[config.mk]
export PLATFORM = sky130hd
export DESIGN_NAME = pipeline_sequencer
export DESIGN_NICKNAME = d
export VERILOG_FILES = /design/src/rtl/riscv_ctrl_pkg.sv /design/src/rtl/mem_wait_timer.sv /design/src/rtl/pipeline_sequencer.sv
export SDC_FILE = /design/constraint.sdc
export NUM_CORES = 1
export LEC_CHECK = 0
export ABC_AREA = 1
export CAP_MARGIN = 25
export CORE_ASPECT_RATIO = 0.9
export CORE_MARGIN = 2
export CORE_UTILIZATION = 33
export DETAILED_ROUTE_END_ITERATION = 8
export PLACE_DENSITY = 0.78
export REMOVE_ABC_BUFFERS = 1
export SYNTH_ARGS = -nofsm -noshare
export SYNTH_HDL_FRONTEND = slang
export SYNTH_HIERARCHICAL = 1
export SYNTH_SLANG_ARGS = --single-unit
[constraint.sdc]
create_clock -name Clk -period 2.07 [get_ports Clk]
set_input_delay 0.3105 -clock Clk [delete_from_list [all_inputs] [get_ports Clk]]
set_output_delay 0.3105 -clock Clk [all_outputs]
set_load 0.1 [all_outputs]
[src/rtl/riscv_ctrl_pkg.sv]
// Shared encodings for the RV32 pipeline sequencer: states, trap causes, MemOp fields.
// Used by pipeline_sequencer and mem_wait_timer.
package riscv_ctrl_pkg;

    typedef enum logic [2:0] {
        ST_FETCH   = 3'd0,
        ST_DECODE  = 3'd1,
        ST_REGREAD = 3'd2,
        ST_ALU     = 3'd3,
        ST_MEM     = 3'd4,
        ST_WB      = 3'd5,
        ST_TRAP    = 3'd6,
        ST_UNUSED  = 3'd7
    } state_e;

    typedef enum logic [3:0] {
        CAUSE_NONE        = 4'd0,
        CAUSE_FETCH_FAULT = 4'd1,
        CAUSE_LOAD_FAULT  = 4'd5,
        CAUSE_STORE_FAULT = 4'd7,
        CAUSE_DEC_EXC     = 4'd11,
        CAUSE_EXT_INT     = 4'd15
    } cause_e;

    localparam int MEMOP_ACCESS_BIT = 4;
    localparam int MEMOP_STORE_BIT  = 3;
    localparam int WAIT_W           = 8;

    // Moore stage controls decoded from the registered state.
    typedef struct packed {
        logic fetch_en;
        logic decode_en;
        logic reg_read_en;
        logic alu_en;
        logic mem_req;
        logic mem_we;
        logic reg_we;
        logic pc_update;
        logic trap_entry;
        logic trap_ret;
        logic int_ack;
    } ctrl_t;

endpackage

[src/rtl/mem_wait_timer.sv]
// Bus wait-cycle counter: counts cycles a request waits for ready and flags a timeout
// once the count reaches MEM_WAIT_MAX with ready still low.
module mem_wait_timer
    import riscv_ctrl_pkg::*;
#(
    parameter int unsigned MEM_WAIT_MAX = 255
) (
    input  logic clk,
    input  logic rst,
    input  logic clear,
    input  logic req,
    input  logic ready,
    output logic timeout
);

    logic [WAIT_W-1:0] count;

    always_ff @(posedge clk or posedge rst) begin
        if (rst) begin
            count <= '0;
        end else if (clear) begin
            count <= '0;
        end else if (req && !ready) begin
            count <= count + WAIT_W'(1);
        end
    end

    // Ready in the limit cycle still completes the access.
    assign timeout = req && !ready && (count == WAIT_W'(MEM_WAIT_MAX));

endmodule

[src/rtl/pipeline_sequencer.sv]
// Multi-cycle RV32 instruction sequencer driving the fetch/decode/regread/ALU/mem/WB enables.
// Optional SEQ_PERF_COUNTERS_EN adds the CycleCnt/InstRet counters (ports tied to 0 otherwise).
module pipeline_sequencer
    import riscv_ctrl_pkg::*;
#(
    parameter int unsigned MEM_WAIT_MAX = 255,
    parameter int          CNT_W        = 32
) (
    input  logic             Clk,
    input  logic             Reset,
    input  logic             MemReady,
    input  logic             MultycyAlu,
    input  logic             AluDone,
    input  logic [4:0]       MemOp,
    input  logic             RegDwe,
    input  logic             DecInt,
    input  logic             TrapExit,
    input  logic             ExtInt,
    input  logic             IntEn,
    output logic             FetchEn,
    output logic             DecodeEn,
    output logic             RegReadEn,
    output logic             AluEn,
    output logic             MemReq,
    output logic             MemWe,
    output logic             RegWe,
    output logic             PcUpdate,
    output logic             TrapEntry,
    output logic             TrapRet,
    output logic             IntAck,
    output logic [3:0]       TrapCause,
    output logic [2:0]       State,
    output logic [CNT_W-1:0] CycleCnt,
    output logic [CNT_W-1:0] InstRet
);

    state_e     state_q;
    state_e     state_d;
    logic [3:0] cause_q;
    logic [3:0] trap_cause;
    ctrl_t      ctrl;
    logic       mem_phase;
    logic       timer_clear;
    logic       timeout;
    logic       unused_memop;

    assign unused_memop = ^MemOp[2:0];

    // Bus handshake: MemReq stays high in FETCH/MEM until MemReady is sampled high
    // on a rising Clk (transfer done) or the wait timer expires (request abandoned).
    assign mem_phase   = (state_q == ST_FETCH) || (state_q == ST_MEM);
    assign timer_clear = (state_d != state_q);

    mem_wait_timer #(
        .MEM_WAIT_MAX(MEM_WAIT_MAX)
    ) u_wait_timer (
        .clk    (Clk),
        .rst    (Reset),
        .clear  (timer_clear),
        .req    (mem_phase),
        .ready  (MemReady),
        .timeout(timeout)
    );

    always_ff @(posedge Clk or posedge Reset) begin
        if (Reset) begin
            state_q <= ST_FETCH;
            cause_q <= CAUSE_NONE;
        end else begin
            state_q <= state_d;
            if (state_d == ST_TRAP && state_q != ST_TRAP) begin
                cause_q <= trap_cause;
            end
        end
    end

    always_comb begin
        state_d    = state_q;
        trap_cause = cause_q;
        ctrl       = '0;
        case (state_q)
            ST_FETCH: begin
                ctrl.fetch_en = 1'b1;
                ctrl.mem_req  = 1'b1;
                if (MemReady) begin
                    state_d = ST_DECODE;
                end else if (timeout) begin
                    state_d    = ST_TRAP;
                    trap_cause = CAUSE_FETCH_FAULT;
                end
            end
            ST_DECODE: begin
                ctrl.decode_en = 1'b1;
                state_d        = ST_REGREAD;
            end
            ST_REGREAD: begin
                ctrl.reg_read_en = 1'b1;
                if (DecInt) begin
                    state_d    = ST_TRAP;
                    trap_cause = CAUSE_DEC_EXC;
                end else begin
                    state_d = ST_ALU;
                end
            end
            ST_ALU: begin
                ctrl.alu_en = 1'b1;
                if (!MultycyAlu || AluDone) begin
                    state_d = MemOp[MEMOP_ACCESS_BIT] ? ST_MEM : ST_WB;
                end
            end
            ST_MEM: begin
                ctrl.mem_req = 1'b1;
                ctrl.mem_we  = MemOp[MEMOP_STORE_BIT];
                if (MemReady) begin
                    state_d = ST_WB;
                end else if (timeout) begin
                    state_d    = ST_TRAP;
                    trap_cause = MemOp[MEMOP_STORE_BIT] ? CAUSE_STORE_FAULT : CAUSE_LOAD_FAULT;
                end
            end
            ST_WB: begin
                ctrl.reg_we    = RegDwe;
                ctrl.pc_update = 1'b1;
                ctrl.trap_ret  = TrapExit;
                // Interrupts are only taken at an instruction boundary, after retirement.
                if (ExtInt && IntEn) begin
                    state_d    = ST_TRAP;
                    trap_cause = CAUSE_EXT_INT;
                end else begin
                    state_d = ST_FETCH;
                end
            end
            ST_TRAP: begin
                ctrl.trap_entry = 1'b1;
                ctrl.int_ack    = 1'b1;
                ctrl.pc_update  = 1'b1;
                state_d         = ST_FETCH;
            end
            default: begin
                state_d = ST_FETCH;
            end
        endcase
    end

    // Reset masks every control straight away so an in-flight bus access is dropped.
    assign FetchEn   = ctrl.fetch_en    & ~Reset;
    assign DecodeEn  = ctrl.decode_en   & ~Reset;
    assign RegReadEn = ctrl.reg_read_en & ~Reset;
    assign AluEn     = ctrl.alu_en      & ~Reset;
    assign MemReq    = ctrl.mem_req     & ~Reset;
    assign MemWe     = ctrl.mem_we      & ~Reset;
    assign RegWe     = ctrl.reg_we      & ~Reset;
    assign PcUpdate  = ctrl.pc_update   & ~Reset;
    assign TrapEntry = ctrl.trap_entry  & ~Reset;
    assign TrapRet   = ctrl.trap_ret    & ~Reset;
    assign IntAck    = ctrl.int_ack     & ~Reset;
    assign TrapCause = cause_q;
    assign State     = state_q;

`ifdef SEQ_PERF_COUNTERS_EN
    logic [CNT_W-1:0] cycle_q;
    logic [CNT_W-1:0] ret_q;

    always_ff @(posedge Clk or posedge Reset) begin
        if (Reset) begin
            cycle_q <= '0;
            ret_q   <= '0;
        end else begin
            cycle_q <= cycle_q + CNT_W'(1);
            if (state_q == ST_WB) begin
                ret_q <= ret_q + CNT_W'(1);
            end
        end
    end

    assign CycleCnt = cycle_q;
    assign InstRet  = ret_q;
`else
    assign CycleCnt = '0;
    assign InstRet  = '0;
`endif

endmodule

==> impl_metrics.py <==
metrics = {
    "outcome": {
        "outcome": "finished, final reports clean",
    },
    "final_layout": {
        "final_net_count": 279,
        "multi_input_area_um2": 790,
        "register_area_um2": 375,
        "n_antenna_cell": 0,
        "post-route-util_pct": 43.5,
        "fillerInstances": 449,
        "synth_to_layout_area_growth_pct": 28.9,
        "post_route_cells_drive_above_1_share_pct": 25.2,
    },
    "floorplan": {
        "die_h_um": 67.4,
        "top_level_ports": 97,
        "chipWidth_um": 74.5,
        "rows": 23,
        "full_die_area_um2": 5020,
        "initial_core_util_pct": 33.7,
        "core-area_um2": 4370,
    },
    "routing": {
        "drt_wl_total_um": 2940,
        "route.vias.total": 1225,
        "detail_route.first_pass.iterations": 4,
        "drcViolationCount": 0,
        "post_detailed_route_via_to_cell_ratio": 3.78,
        "1st_iter_drt_viols": 51,
        "route.antenna.remaining_nets": 0,
        "routedWlPerCell_um": 9.08,
    },
    "sta": {
        "achievable-frequency_mhz": 509,
        "finalHoldViolations": 0,
        "finalWorstSetupSlack_ns": 0.104,
        "post_layout_minimum_cycle_time_ns": 1.97,
        "hold_slack_ns": 0.474,
        "report.final.setup_viol": 0,
        "report.final.slew_viol_count": 0,
        "final_min_period_over_clock_period_pct": 95.0,
        "clock_skew_ns": 0.00607,
    },
    "power_and_ir_drop": {
        "post-layout-total-power_w": 0.00279,
        "power.leakage_nw": 0.988,
        "power.density_nw_per_um2": 1470,
        "irDropWorstVdd_mv": 0.874,
    },
    "synthesis": {
        "synthCells": 213,
        "synth.most_common_cell": "sky130_fd_sc_hd__buf_4",
        "synthTopCellsByCount": "sky130_fd_sc_hd__buf_4, sky130_fd_sc_hd__nand2_1, sky130_fd_sc_hd__nor2_1, sky130_fd_sc_hd__inv_1, sky130_fd_sc_hd__dfrtp_1",
        "ys_seq_area_share_pct": 25.4,
        "ys_async_sr_fraction_pct": 100,
        "synthDominantAreaCellType": "sky130_fd_sc_hd__buf_4",
        "postSynthAreaPerCell_um2": 6.93,
        "post-synth-top-area-fraction_pct": 33.1,
        "postSynthRegisterBits": 15,
        "synth_enable_flop_cells": 0,
        "synthFlopType": "sky130_fd_sc_hd__dfrtp_1",
        "synth.cell_area_um2": 1480,
        "ys_types": 25,
        "synth_warnings": 6,
        "netlist_top_cells_area": "sky130_fd_sc_hd__buf_4, sky130_fd_sc_hd__dfrtp_1, sky130_fd_sc_hd__nand2_1, sky130_fd_sc_hd__nor2_1, sky130_fd_sc_hd__inv_1",
    },
    "run": {
        "maxCapViolCount": 0,
    },
    "setup_path": {
        "worstPathRequired_ns": 2.21,
        "cp-start-kind": "flip-flop",
        "setup.worst_path.class": "reg2reg",
        "timing.critical_path.arrival_ns": 2.11,
        "critPathMaxFanout": 4,
        "timing.critical_path.to_type": "flip-flop",
    },
    "global_routing": {
        "grt_start_max_net_pins": 9,
        "first_global_vias": 1073,
        "antenna_violations_before_repair": 0,
        "global_route.usage.total_pct": 12.1,
        "grt_first_pass_wirelength_um": 4690,
        "grt_overflow": 0,
    },
    "cts": {
        "path_clk_slew_ns": 0.06,
        "cts_hold_buf": 0,
        "clkLatencyLatePin_ns": 0.25,
        "ctsRootBufferMaster": "sky130_fd_sc_hd__clkbuf_8",
        "ctsHtreeMaxLevel": 1,
        "clock_sinks": 15,
        "cts.path.max_buffers": 2,
        "cts-buffers-inserted": 3,
        "tritoncts": "done",
    },
    "place": {
        "worst_setup_slack_after_placement_ns": -0.274,
        "placed_wire_length_estimate_after_detailed_placement_um": 2490,
        "placement.io_buffers": 29,
        "finalWeightedCongestion": 0.812,
    },
    "hold_path": {
        "hp-class": "reg2reg",
    },
}
==> state kept, by name (all words and copies together), names as in the netlist <==
register,count
u_wait_timer/count,8
TrapCause,4
State,3
==> final timing paths <==
check | from | to | slack, ns | cells past startpoint
min in group asynchronous | Reset | State[0]$_DFF_PP0_ | 0.57 | 3
worst max-delay path | u_wait_timer/count[1]$_DFFE_PP0P_ | u_wait_timer/count[6]$_DFFE_PP0P_ | 0.10 | 17
worst min-delay path | TrapCause[0]$_DFFE_PP0P_ | TrapCause[0]$_DFFE_PP0P_ | 0.47 | 1
worst min register to register | TrapCause[0]$_DFFE_PP0P_ | TrapCause[0]$_DFFE_PP0P_ | 0.47 | 1
max in group asynchronous | Reset | u_wait_timer/count[7]$_DFFE_PP0P_ | 1.15 | 3
worst max register to register | u_wait_timer/count[1]$_DFFE_PP0P_ | u_wait_timer/count[6]$_DFFE_PP0P_ | 0.10 | 17
==> placed cells by master (no fill, tap or decap), types with 2 or more instances in the layout <==
| cell type | n |
|---|---|
| sky130_fd_sc_hd__clkdlybuf4s50_1 | 11 |
| sky130_fd_sc_hd__nand3_1 | 12 |
| sky130_fd_sc_hd__nand2_1 | 29 |
| sky130_fd_sc_hd__dfrtp_1 | 15 |
| sky130_fd_sc_hd__o21ai_2 | 2 |
| sky130_fd_sc_hd__nand2_2 | 7 |
| sky130_fd_sc_hd__nor2_4 | 2 |
| sky130_fd_sc_hd__conb_1 | 64 |
| sky130_fd_sc_hd__buf_4 | 25 |
| sky130_fd_sc_hd__nor2_2 | 4 |
| sky130_fd_sc_hd__o21ai_0 | 4 |
| sky130_fd_sc_hd__a21oi_1 | 5 |
| sky130_fd_sc_hd__nor2_1 | 32 |
| sky130_fd_sc_hd__clkbuf_8 | 3 |
| sky130_fd_sc_hd__inv_2 | 5 |
| sky130_fd_sc_hd__inv_1 | 16 |
| sky130_fd_sc_hd__buf_12 | 11 |
==> routing by layer <==
metal / global-route usage [%] / vias up / wire length (um)
li1: - / 618 / -
met1: 15.0 / 557 / 1290
met2: 20.2 / 48 / 1490
met3: 1.64 / 2 / 138
met4: 6.70 / 0 / 27
met5: 0 / - / 0
==> worst max-delay path, cell delays in order (launching register included) <==
cell	delay, ns
sky130_fd_sc_hd__dfrtp_1	0.36
sky130_fd_sc_hd__ha_2	0.20
sky130_fd_sc_hd__nand3_2	0.09
sky130_fd_sc_hd__nor2_4	0.11
sky130_fd_sc_hd__nand2_2	0.07
sky130_fd_sc_hd__nor2_2	0.13
sky130_fd_sc_hd__nand2_1	0.08
sky130_fd_sc_hd__a21oi_1	0.14
sky130_fd_sc_hd__nor2_1	0.08
sky130_fd_sc_hd__nand2_1	0.08
sky130_fd_sc_hd__nand2_1	0.05
sky130_fd_sc_hd__nand2_1	0.05
sky130_fd_sc_hd__inv_1	0.04
sky130_fd_sc_hd__nand2_2	0.08
sky130_fd_sc_hd__inv_4	0.05
sky130_fd_sc_hd__buf_4	0.14
sky130_fd_sc_hd__nand2_1	0.07
sky130_fd_sc_hd__nor2_1	0.04
==> report_power, final <==
part           internal [W]  switching [W]
clock              0.000136       0.000105
combinational      0.000553        0.00161
sequential         0.000342      0.0000445
==> final cells by class <==
type                    count  area share, %
clock buffers               4           2.37
inverters                  22           4.47
well taps                  62           4.08
flip-flops and latches     15           19.7
repair buffers             48           27.8
multi-input cells         173           41.5
==> what timing repair did <==
action / 4_1_cts / 5_1_grt
gates resized for setup: 2 / 15
pin swaps: 0 / 8
setup buffers: 0 / 1
setup endpoints to repair: 5 / 7
cloned: 0 / 0
==> metrics by stage <==
step	instances	TNS (ns)	cell area, um2
2_1_floorplan	210	-17.35	1220
4_1_cts	323	0	1860
3_3_place_gp	319	-1.61	1820
6_report	324	0	1900
5_1_grt	324	-0.0447	1900
3_5_place_dp	319	-1.73	1820
==> logic make-up after synthesis <==
kind of cell,count (synthesis),share of synthesized area (%)
other,1,0.254
adders and majority gates,1,0.848
and+or+nand+nor,93,28.2
buffers and inverters,88,38.9
DFF,15,25.4
xor gates and xnor gates,1,0.594
AOI/OAI and AO/OA,14,5.77
No activity file was read; power rests on OpenSTA's default activity.
